### config.mk
export PLATFORM = sky130hd
export DESIGN_NAME = multicycle_control
export DESIGN_NICKNAME = d
export VERILOG_FILES = /design/src/rtl/multicycle_control.sv
export SDC_FILE = /design/constraint.sdc
export NUM_CORES = 1
export LEC_CHECK = 0
export BUFFER_PORTS_ARGS = -buffer_cell sky130_fd_sc_hd__buf_2
export CORE_AREA = 4 4 41 43
export CTS_CLUSTER_SIZE = 16
export DETAILED_ROUTE_END_ITERATION = 10
export DIE_AREA = 0 0 45 47
export GPL_TIMING_DRIVEN = 0
export PLACE_DENSITY_LB_ADDON = 0.1
export SYNTH_ARGS = -nofsm -noshare
export SYNTH_HDL_FRONTEND = slang
export SYNTH_SLANG_ARGS = --single-unit
### constraint.sdc
create_clock -name clk -period 5.1 [get_ports clk]
set_input_delay 1.02 -clock clk [delete_from_list [all_inputs] [get_ports clk]]
set_output_delay 1.02 -clock clk [all_outputs]
set_load 0.005 [all_outputs]
### src/rtl/multicycle_control.sv
`default_nettype none
// ============================================================================
// Module   : multicycle_control
// Purpose  : Main sequencing FSM for the multicycle RV32I datapath; Moore-
//            decodes mux selects, write strobes and ALUOp from the state.
// Revision : 1.0  initial release
// ============================================================================
module multicycle_control #(
    parameter int OPW = 7,
    parameter int STW = 4
) (
    input  logic           clk,
    input  logic           rst_n,
    input  logic [OPW-1:0] opcode,
    input  logic           zero,
    input  logic           mem_ready,
    output logic [1:0]     ALUOp_out,
    output logic [1:0]     ALUSrcA,
    output logic [1:0]     ALUSrcB,
    output logic [1:0]     ResultSrc,
    output logic [1:0]     ImmSrc,
    output logic           AdrSrc,
    output logic           IRWrite,
    output logic           PCWrite,
    output logic           MemWrite,
    output logic           RegWrite,
    output logic           retire,
    output logic           illegal_op,
    output logic [STW-1:0] state_out
);

    localparam logic [OPW-1:0] c_OP_LW   = OPW'(7'b0000011);
    localparam logic [OPW-1:0] c_OP_SW   = OPW'(7'b0100011);
    localparam logic [OPW-1:0] c_OP_R    = OPW'(7'b0110011);
    localparam logic [OPW-1:0] c_OP_I    = OPW'(7'b0010011);
    localparam logic [OPW-1:0] c_OP_BEQ  = OPW'(7'b1100011);
    localparam logic [OPW-1:0] c_OP_JAL  = OPW'(7'b1101111);

    typedef enum logic [STW-1:0] {
        S_FETCH    = STW'(0),
        S_DECODE   = STW'(1),
        S_MEMADR   = STW'(2),
        S_MEMREAD  = STW'(3),
        S_MEMWB    = STW'(4),
        S_MEMWRITE = STW'(5),
        S_EXECUTER = STW'(6),
        S_EXECUTEI = STW'(7),
        S_ALUWB    = STW'(8),
        S_BEQ      = STW'(9),
        S_JAL      = STW'(10)
    } state_t;

    state_t state_q, state_d;

    logic w_irwrite, w_pcwrite, w_memwrite, w_regwrite, w_retire, w_illegal;

    // Next-state logic; unused encodings fall back to FETCH.
    always_comb begin
        state_d = S_FETCH;
        case (state_q)
            S_FETCH:    state_d = mem_ready ? S_DECODE : S_FETCH;
            S_DECODE: begin
                case (opcode)
                    c_OP_LW, c_OP_SW: state_d = S_MEMADR;
                    c_OP_R:           state_d = S_EXECUTER;
                    c_OP_I:           state_d = S_EXECUTEI;
                    c_OP_BEQ:         state_d = S_BEQ;
                    c_OP_JAL:         state_d = S_JAL;
                    default:          state_d = S_FETCH;
                endcase
            end
            S_MEMADR:   state_d = (opcode == c_OP_SW) ? S_MEMWRITE : S_MEMREAD;
            S_MEMREAD:  state_d = mem_ready ? S_MEMWB : S_MEMREAD;
            S_MEMWB:    state_d = S_FETCH;
            S_MEMWRITE: state_d = mem_ready ? S_FETCH : S_MEMWRITE;
            S_EXECUTER: state_d = S_ALUWB;
            S_EXECUTEI: state_d = S_ALUWB;
            S_ALUWB:    state_d = S_FETCH;
            S_BEQ:      state_d = S_FETCH;
            S_JAL:      state_d = S_ALUWB;
            default:    state_d = S_FETCH;
        endcase
    end

    always_ff @(posedge clk) begin
        if (!rst_n) begin
            state_q <= S_FETCH;
        end else begin
            state_q <= state_d;
        end
    end

    always_comb begin
        ALUOp_out  = 2'b00;
        ALUSrcA    = 2'b00;
        ALUSrcB    = 2'b00;
        ResultSrc  = 2'b00;
        AdrSrc     = 1'b0;
        w_irwrite  = 1'b0;
        w_pcwrite  = 1'b0;
        w_memwrite = 1'b0;
        w_regwrite = 1'b0;
        w_retire   = 1'b0;
        w_illegal  = 1'b0;
        case (state_q)
            S_FETCH: begin
                ALUSrcB   = 2'b10;
                ResultSrc = 2'b10;
                w_irwrite = mem_ready;
                w_pcwrite = mem_ready;
            end
            S_DECODE: begin
                ALUSrcA = 2'b01;
                ALUSrcB = 2'b01;
                if (state_d == S_FETCH) begin
                    w_illegal = 1'b1;
                    w_retire  = 1'b1;
                end
            end
            S_MEMADR: begin
                ALUSrcA = 2'b10;
                ALUSrcB = 2'b01;
            end
            S_MEMREAD: begin
                AdrSrc = 1'b1;
            end
            S_MEMWB: begin
                ResultSrc  = 2'b01;
                w_regwrite = 1'b1;
                w_retire   = 1'b1;
            end
            S_MEMWRITE: begin
                AdrSrc     = 1'b1;
                w_memwrite = 1'b1;
                w_retire   = mem_ready;
            end
            S_EXECUTER: begin
                ALUSrcA   = 2'b10;
                ALUOp_out = 2'b10;
            end
            S_EXECUTEI: begin
                ALUSrcA   = 2'b10;
                ALUSrcB   = 2'b01;
                ALUOp_out = 2'b10;
            end
            S_ALUWB: begin
                w_regwrite = 1'b1;
                w_retire   = 1'b1;
            end
            S_BEQ: begin
                ALUSrcA   = 2'b10;
                ALUOp_out = 2'b01;
                w_pcwrite = zero;
                w_retire  = 1'b1;
            end
            S_JAL: begin
                ALUSrcA   = 2'b01;
                ALUSrcB   = 2'b10;
                w_pcwrite = 1'b1;
            end
            default: begin
                ALUOp_out = 2'b00;
            end
        endcase
    end

    always_comb begin
        case (opcode)
            c_OP_SW:  ImmSrc = 2'b01;
            c_OP_BEQ: ImmSrc = 2'b10;
            c_OP_JAL: ImmSrc = 2'b11;
            default:  ImmSrc = 2'b00;
        endcase
    end

    // Strobes are held off for the whole time reset is asserted.
    assign IRWrite    = rst_n & w_irwrite;
    assign PCWrite    = rst_n & w_pcwrite;
    assign MemWrite   = rst_n & w_memwrite;
    assign RegWrite   = rst_n & w_regwrite;
    assign retire     = rst_n & w_retire;
    assign illegal_op = rst_n & w_illegal;
    assign state_out  = state_q;

endmodule
`default_nettype wire

## Word level (Yosys, flattened, before mapping)

Index checks and enable logic that the tools add are counted.

| storage, ports and cells | value |
|---|---|
| flip-flop bits (word level) | 4 |
| bits in writable memories | 0 |
| memories kept | 0 |
| bits of input ports | 11 |
| latch bits | 0 |
| logic and storage cells | 54 |
| bits in read-only memories | 0 |

| operators by class | value |
|---|---|
| shifts and indexed selects | 0 |
| $mul | 0 |
| muxes and demuxes | 19 |
| equal/unequal tests | 16 |
| bitwise gates (word level) | 6 |
| magnitude comparators | 0 |
| reductions and logical operators | 12 |
| div/mod/pow operators | 0 |
| $add $sub $neg | 0 |

Operators by type and width:

| operator | number |
|---|---|
| case mux 4 bit (6 select lines) | 1 |
| case mux 4 bit (5 select lines) | 1 |
| equality test 4 x 3 -> 1 bit (second input constant) | 4 |
| case mux 2 bit (2 select lines) | 4 |
| equality test 7 x 6 -> 1 bit (second input constant) | 2 |
| equality test 7 bit (second input constant) | 2 |
| equality test 4 bit (second input constant) | 3 |
| OR reduction 2 bit | 6 |
| 2-to-1 mux 3 bit | 3 |
| OR reduction 3 bit | 3 |
| equality test 4 x 2 -> 1 bit (second input constant) | 2 |
| zero test 4 bit | 2 |
| equality test 7 x 2 -> 1 bit (second input constant) | 1 |
| equality test 7 x 5 -> 1 bit (second input constant) | 1 |
| 2-to-1 mux 1 bit | 7 |
| AND 1 bit | 6 |
| case mux 1 bit (3 select lines) | 2 |
| case mux 2 bit (3 select lines) | 1 |
| equality test 4 x 1 -> 1 bit (second input constant) | 1 |
| OR reduction 4 bit | 1 |

## Logic depth before layout (Yosys ltp)

Gate-level depths: netlist (run 1).

| depth | value |
|---|---|
| depth in word-level cells | 8 |
| gate-level depth with buffers | 6 |

## Least setup slack after synthesis (run 1)

Ideal clock, no wire load.

| path | value |
|---|---|
| path type | input to output |
| start point | in opcode[2] |
| end point | out retire |
| required time | 4,080 ps |
| stages on the path | 5 |
| data arrival time | 2,266 ps |
| slack | 1,814 ps |
| cell sequence | or3_4 -> nor4_2 -> a211oi_1 -> or4_1 -> a31oi_1 |

| between the ends | value |
|---|---|
| word-level cells in the longest chain between the ends | 8 |
| elaborated cells on any way between the ends | 14 |
| those cells by class | eq/ne (6); mux (5); bitwise (1); reduce/logical (2) |

RTL lines:

| item | line | RTL |
|---|---|---|
| start: declaration | 14 | `input logic [OPW-1:0] opcode,` |
| equality test 7 x 6 -> 1 bit / equality test 7 x 2 -> 1 bit (equally long branches) | 63, 72 |  |
| OR reduction 2 bit | 63 | `case (opcode)` |
| case mux 4 bit (5 select lines) | 63 |  |
| case mux 4 bit (6 select lines) * | 60 | `case (state_q)` |
| zero test 4 bit * | 115 | `if (state_d == S_FETCH) begin` |
| 2-to-1 mux 1 bit * | 115 |  |
| case mux 1 bit (3 select lines) * | 105 | `case (state_q)` |
| AND 1 bit * | 181 | `assign retire = rst_n & w_retire;` |
| end: declaration | 27 | `output logic retire,` |

Mark *: on every way between the ends. The rest lies on a longest branch, timed or not.

## Final worst setup path (run 1)

Same ends and word-level chain as after synthesis.

==> run_results.csv, run 1 <==
group,metric,value,unit
cells_and_area,antenna_cells,0,
global_route,grt_max_degree,11,
cells_and_area,fin_nets,137,
die,dieArea,2120,sq um
synthesis,synth_warnings,0,
sta,fin_crit_sh,71.5,%
sta,setup_viol,0,
sta,tns,0,ps
clock_tree,hold_buffers,0,
cells_and_area,areaGrowthSynthToFinish,33.2,%
routing,vias,796,
routing,via_per_inst,5.73,
die,initial_core_util,45.5,%
sta,clock_skew,6.58,ps
cells_and_area,fin_cells,139,
die,core_area,1300,sq um
die,die_x,45,microns
die,rows,13,
power,p_total,0.103,mW
sta,clock.fmax,274,MHz
routing,drtAntennaViolNets,0,
critical_path,r2r_end,"state_out[2]",
critical_path,reg2regPathDepth,5,
synthesis,netlist_instances,90,
routing,route.detailed.wl_per_inst,12.8,microns
clock_tree,clock_sinks,4,
synthesis,netlist_area,592,sq um
critical_path,path_class,"in -> out",
clock_tree,cts_resized,0,
clock_tree,ctsLongestPathBuffers,2,
global_route,grt_overflow_total,0,
clock_tree,cts_setup_buffers,0,
min_path,hp-class,"reg -> reg",
cells_and_area,layout-drive-gt1-share,31.5,%
clock_tree,h-tree-depth,1,
flow_run,max-cap-violations,0,
synthesis,synth_nets,101,
sta,rsz0062_at_grt,"false",
die,fp.dieH,47,microns
critical_path,crit_path_max_fanout,4,
synthesis,syn_area_per_cell,6.58,sq um
placement,hpwl,1.33,mm
sta,hold_viol_final,0,
global_route,grt_pass1_wl,2.90,mm
die,pin_count,32,
routing,drt_iter0_drc,30,
routing,drtPass1Iterations,4,
min_path,min-delay-start,"state_out[1]",
sta,fin_crit,3650,ps
synthesis,synth_ff_type,"dfxtp_1",
critical_path,cp-end-kind,"output port",
outcome,status,"complete, no violations",
critical_path,cp.required,4080,ps
cells_and_area,largest_reg_flops,4,
sta,tightest_slew,445,ps
synthesis,ys_async_sr_fraction,0,%
sta,slew_viol_final,0,
placement,gp_congestion,0.824,
min_path,holdPathEnd,"state_out[0]",
critical_path,arrival,2630,ps
clock_tree,clk_transition_reported_paths,40,ps
power,peakVddDrop,0.0548,mV
global_route,grt_pass1_vias,668,
routing,wirelength,1.78,mm
power,power_density,131,nW/um^2
clock_tree,tritoncts,"built",
routing,drcViolationCount,0,
clock_tree,numCtsBuffers,3,
global_route,antenna_found_initial,0,
critical_path,reg2reg_setup_slack,3430,ps
clock_tree,clk_latency,230,ps
min_path,hold_depth,5,
clock_tree,root_buffer,"clkbuf_4",
global_route,grt_usage,18.4,%
placement,placed_cells,136,
synthesis,ys_seq_elements,4,
placement,io_buffers,31,
critical_path,regToRegStartpoint,"state_out[0]",
sta,maxSlewHeadroom,70.0,%
synthesis,synth.distinct_cells,35,
critical_path,critPathLaunchType,"input port",
synthesis,ys_seq_area_share,13.5,%
synthesis,synth_edf_count,0,
power,leakagePower,0.375,nW
cell families after synthesis:
kind of cell | count (synthesis) | synth area share, %
and+or+nand+nor | 49 | 49.1
buffers and inverters | 9 | 5.92
xor gates and xnor gates | 4 | 5.92
DFF | 4 | 13.5
AOI/OAI and AO/OA | 24 | 25.6
synthesized netlist by cell type, types with 3 or more instances:
cell	count	share of area, %
a21oi_1	8	6.8
a31oi_1	3	3.2
and3_1	3	3.2
and3b_1	3	4.4
buf_1	3	1.9
clkbuf_1	3	1.9
dfxtp_1	4	14
nand2_1	8	5.1
nand2b_1	3	3.2
nor2_1	6	3.8
nor2b_1	5	5.3
nor3_1	7	5.9
o21ai_0	4	3.4
xnor2_1	3	4.4
layout make-up:
cell class | instances | area, sq um
clock buffer | 3 | 22.5
fill | 143 | 513
multi-input combinational | 77 | 477
sequential | 4 | 80.1
tap | 15 | 18.8
timing repair buffer | 31 | 155
inverter | 2 | 7.51
buffer | 7 | 27.5
worst max path at each step:
stage | start | to | slack, ps | depth (start not counted)
after CTS | opcode[2] | retire | 1460 | 7
after floorplan | opcode[2] | retire | 1810 | 5
after global routing | opcode[2] | retire | 1400 | 7
after global placement | opcode[2] | retire | 1460 | 7
final | opcode[2] | retire | 1450 | 7
after detailed placement | opcode[2] | retire | 1480 | 7
per-stage QoR:
stage                     hold WS [ps]  util [%]  worst slack (ps)  instance area, sq um
final                              867      60.6              1450                   788
after global routing               932      60.6              1400                   788
after CTS                          866      60.6              1460                   788
after detailed placement           857      58.8              1480                   766
after global placement             855      58.8              1460                   766
after floorplan                    752         -              1810                   592
per-layer routing:
metal,track usage [%],up-vias,wire length (microns)
li1,-,403,-
met1,23.2,362,782
met2,31.9,31,853
met3,4.60,0,145
met4,3.51,0,0
met5,0,-,0
report_power, final:
part / total, mW / switching [mW] / internal [mW]
combinational: 0.0315 / 0.0170 / 0.0145
clock: 0.0392 / 0.0129 / 0.0263
sequential: 0.0323 / 0.000257 / 0.0320
worst max-delay path, cell delays in order:
cell      delay (ps)
buf_2            120
or3_4            410
nor4_2           170
a211oi_1          90
or4_1            490
a31oi_1          180
buf_2            140
placed cells by master (no fill, tap or decap), drive strengths merged:
| cell type | synthesis | final |
|---|---|---|
| buf | 4 | 35 |
| a21oi | 8 | 8 |
| nand2 | 8 | 8 |
| nor3 | 7 | 7 |
| nor2 | 6 | 6 |
| clkbuf | 3 | 6 |
| nor2b | 5 | 5 |
| o21ai | 4 | 4 |
| dfxtp | 4 | 4 |
| xnor2 | 3 | 3 |
| nand2b | 3 | 3 |
| a31oi | 3 | 3 |
| and3b | 3 | 3 |
| and3 | 3 | 3 |
| nor4 | 3 | 3 |
| inv | 2 | 2 |
| nand3 | 2 | 2 |
| a211oi | 2 | 2 |
| a22oi | 2 | 2 |
| nor3b | 2 | 2 |
| and2 | 2 | 2 |
| or3 | 1 | 1 |
| nand4b | 1 | 1 |
| a21o | 1 | 1 |
| xor2 | 1 | 1 |
| o22a | 1 | 1 |
| nor4b | 1 | 1 |
| o41ai | 1 | 1 |
| or4 | 1 | 1 |
| nand3b | 1 | 1 |
| a22o | 1 | 1 |
| o21a | 1 | 1 |
No activity file was read; power rests on OpenSTA's default activity.
==> run 2, diff against run 1 <==
--- a/config.mk
+++ b/config.mk
@@ -6,10 +6,10 @@
 export NUM_CORES = 1
 export LEC_CHECK = 0
 export BUFFER_PORTS_ARGS = -buffer_cell sky130_fd_sc_hd__buf_2
-export CORE_AREA = 4 4 41 43
+export CORE_MARGIN = 4
+export CORE_UTILIZATION = 43
 export CTS_CLUSTER_SIZE = 16
 export DETAILED_ROUTE_END_ITERATION = 10
-export DIE_AREA = 0 0 45 47
 export GPL_TIMING_DRIVEN = 0
 export PLACE_DENSITY_LB_ADDON = 0.1
 export SYNTH_ARGS = -nofsm -noshare
==> constraint.sdc (replaced) <==
create_clock -name clk -period 3.7 [get_ports clk]
set_input_delay 0.74 -clock clk [delete_from_list [all_inputs] [get_ports clk]]
set_output_delay 0.74 -clock clk [all_outputs]
set_load 0.005 [all_outputs]
==> run 2 against run 1 <==
Via count fell by 3.0%. Final cell count unchanged. Routed wire length is 2.4% lower. Sequential power rose by 38%. Register-to-register slack got worse by 1400 ps. Flip-flop and latch count unchanged. Highest routed layer unchanged.
==> run_results.csv, run 2 (synthesized netlist as in run 1, its figures left out) <==
group,metric,value,unit
critical_path,cp_slowest_cell,"or4_1",
cells_and_area,layout_commonest_cell,"buf_2",
outcome,status,"complete, no violations",
clock_tree,numCtsBuffers,3,
sta,fin_crit_sh,83.3,%
placement,hpwl,1.33,mm
die,die_x,45.1,microns
power,pwr-share-seq,31.8,%
critical_path,cp_cell_sequence,"buf_2, or3_4, nor4_2, a211oi_1, or4_1, a31oi_1, buf_2",
cells_and_area,fin_cells,139,
critical_path,path_class,"in -> out",
sta,fin_crit,3080,ps
clock_tree,cts_resized,0,
global_route,grt_pass1_wl,2.84,mm
routing,via_per_inst,5.55,
power,clockPowerShare,37.1,%
routing,wirelength,1.74,mm
clock_tree,ctsLongestPathBuffers,2,
clock_tree,root_buffer,"clkbuf_4",
clock_tree,tritoncts,"built",
placement,gp_congestion,0.820,
global_route,grt_pass1_vias,706,
power,switching_share,28.4,%
critical_path,critPathLaunchType,"input port",
cells_and_area,antenna_cells,0,
sta,clock_skew,2.60,ps
placement,io_buffers,31,
power,comb_power_share,31.2,%
sta,maxSlewHeadroom,67.4,%
clock_tree,clock_sinks,4,
sta,rsz0062_at_grt,"false",
power,peakVddDrop,0.0968,mV
critical_path,crit_top_cell,"buf_2",
power,power_density,178,nW/um^2
die,initial_core_util,45.5,%
die,rows,13,
cells_and_area,areaGrowthSynthToFinish,33.2,%
routing,route.detailed.wl_per_inst,12.5,microns
routing,drtPass1Iterations,4,
placement,placed_cells,136,
power,internal_power,0.100,mW
sta,clock.fmax,325,MHz
cells_and_area,largest_reg_flops,4,
critical_path,crit_path_max_fanout,4,
global_route,antenna_found_initial,0,
critical_path,slowest_delay,500,ps
sta,slew_viol_final,0,
clock_tree,cts_setup_buffers,0,
flow_run,max-cap-violations,0,
critical_path,cp.required,2960,ps
routing,vias,772,
power,p_switching,0.0397,mW
routing,drcViolationCount,0,
sta,hold_viol_final,0,
sta,tightest_slew,488,ps
global_route,grt_overflow_total,0,
cells_and_area,seq_area,80.1,sq um
die,fp.dieH,45.1,microns
cells_and_area,layout-drive-gt1-share,31.5,%
clock_tree,hold_buffers,0,
cells_and_area,final_cell_mix,"32 x buf_2, 8 x a21oi_1, 8 x nand2_1",
cells_and_area,fillers,145,
sta,setup_viol,0,
clock_tree,h-tree-depth,1,
sta,tns,0,ps
min_path,hp-class,"reg -> reg",
die,core_area,1300,sq um
die,pin_count,32,
routing,drt_iter0_drc,10,
cells_and_area,multi_input_area,477,sq um
routing,drtAntennaViolNets,0,
critical_path,arrival,2340,ps
global_route,grt_max_degree,11,
power,leakagePower,0.375,nW
critical_path,cp-end-kind,"output port",
global_route,grt_usage,18.3,%
cells_and_area,fin_nets,137,
clock_tree,clk_latency,230,ps
clock_tree,clk_transition_reported_paths,40,ps
die,dieArea,2030,sq um
run 2: cell counts in the layout (fill, tap and decap cells not counted):
Identical to the previous run, type by type.
run 2: power groups by stage:
stage | registers [mW] | logic (mW) | clock network, mW
after floorplan | 0.0452 | 0.0248 | 0
final | 0.0445 | 0.0437 | 0.0519
after CTS | 0.0445 | 0.0438 | 0.0544
after global routing | 0.0445 | 0.0486 | 0.0577
after global placement | 0.0451 | 0.0425 | 0
after detailed placement | 0.0451 | 0.0436 | 0
run 2: worst max-delay path: cells and delay by family:
family | cells | cell delay (ps)
buf+inv | 2 | 270
compound gates | 2 | 280
simple gates | 3 | 1060
run 2: stage by stage:
step	hold WS (ps)	total power [mW]	setup slack, ps	utilization (%)	area, sq um
2_1_floorplan	752	0.0701	974	-	592
3_3_place_gp	846	0.0877	624	58.8	766
3_5_place_dp	857	0.0888	638	58.8	766
4_1_cts	840	0.143	625	60.6	788
5_1_grt	848	0.151	532	60.6	788
6_report	847	0.140	618	60.6	788
run 2: area by class of cell:
type / instances / area share [%]
inverters: 2 / 0.952
clock buffers: 3 / 2.86
flip-flops and latches: 4 / 10.2
repair buffers: 31 / 19.7
well taps: 15 / 2.38
plain buffers: 7 / 3.49
multi-input cells: 77 / 60.5
run 2: path summary, 6_finish.rpt:
kind	end	slack, ps	cells past startpoint	start
worst max-delay path	retire	620	7	opcode[2]
worst min-delay path	state_out[0]	850	5	state_out[1]
worst max register to register	state_out[2]	2020	5	state_out[0]
worst min register to register	state_out[0]	850	5	state_out[1]
run 2: metal layers:
metal	wire length, microns	part of all wire (%)	global-route usage [%]
met1	845	49	23.5
met2	788	45	31.1
met3	106	6.1	4.38
met4	0	0	3.51
met5	0	0	0
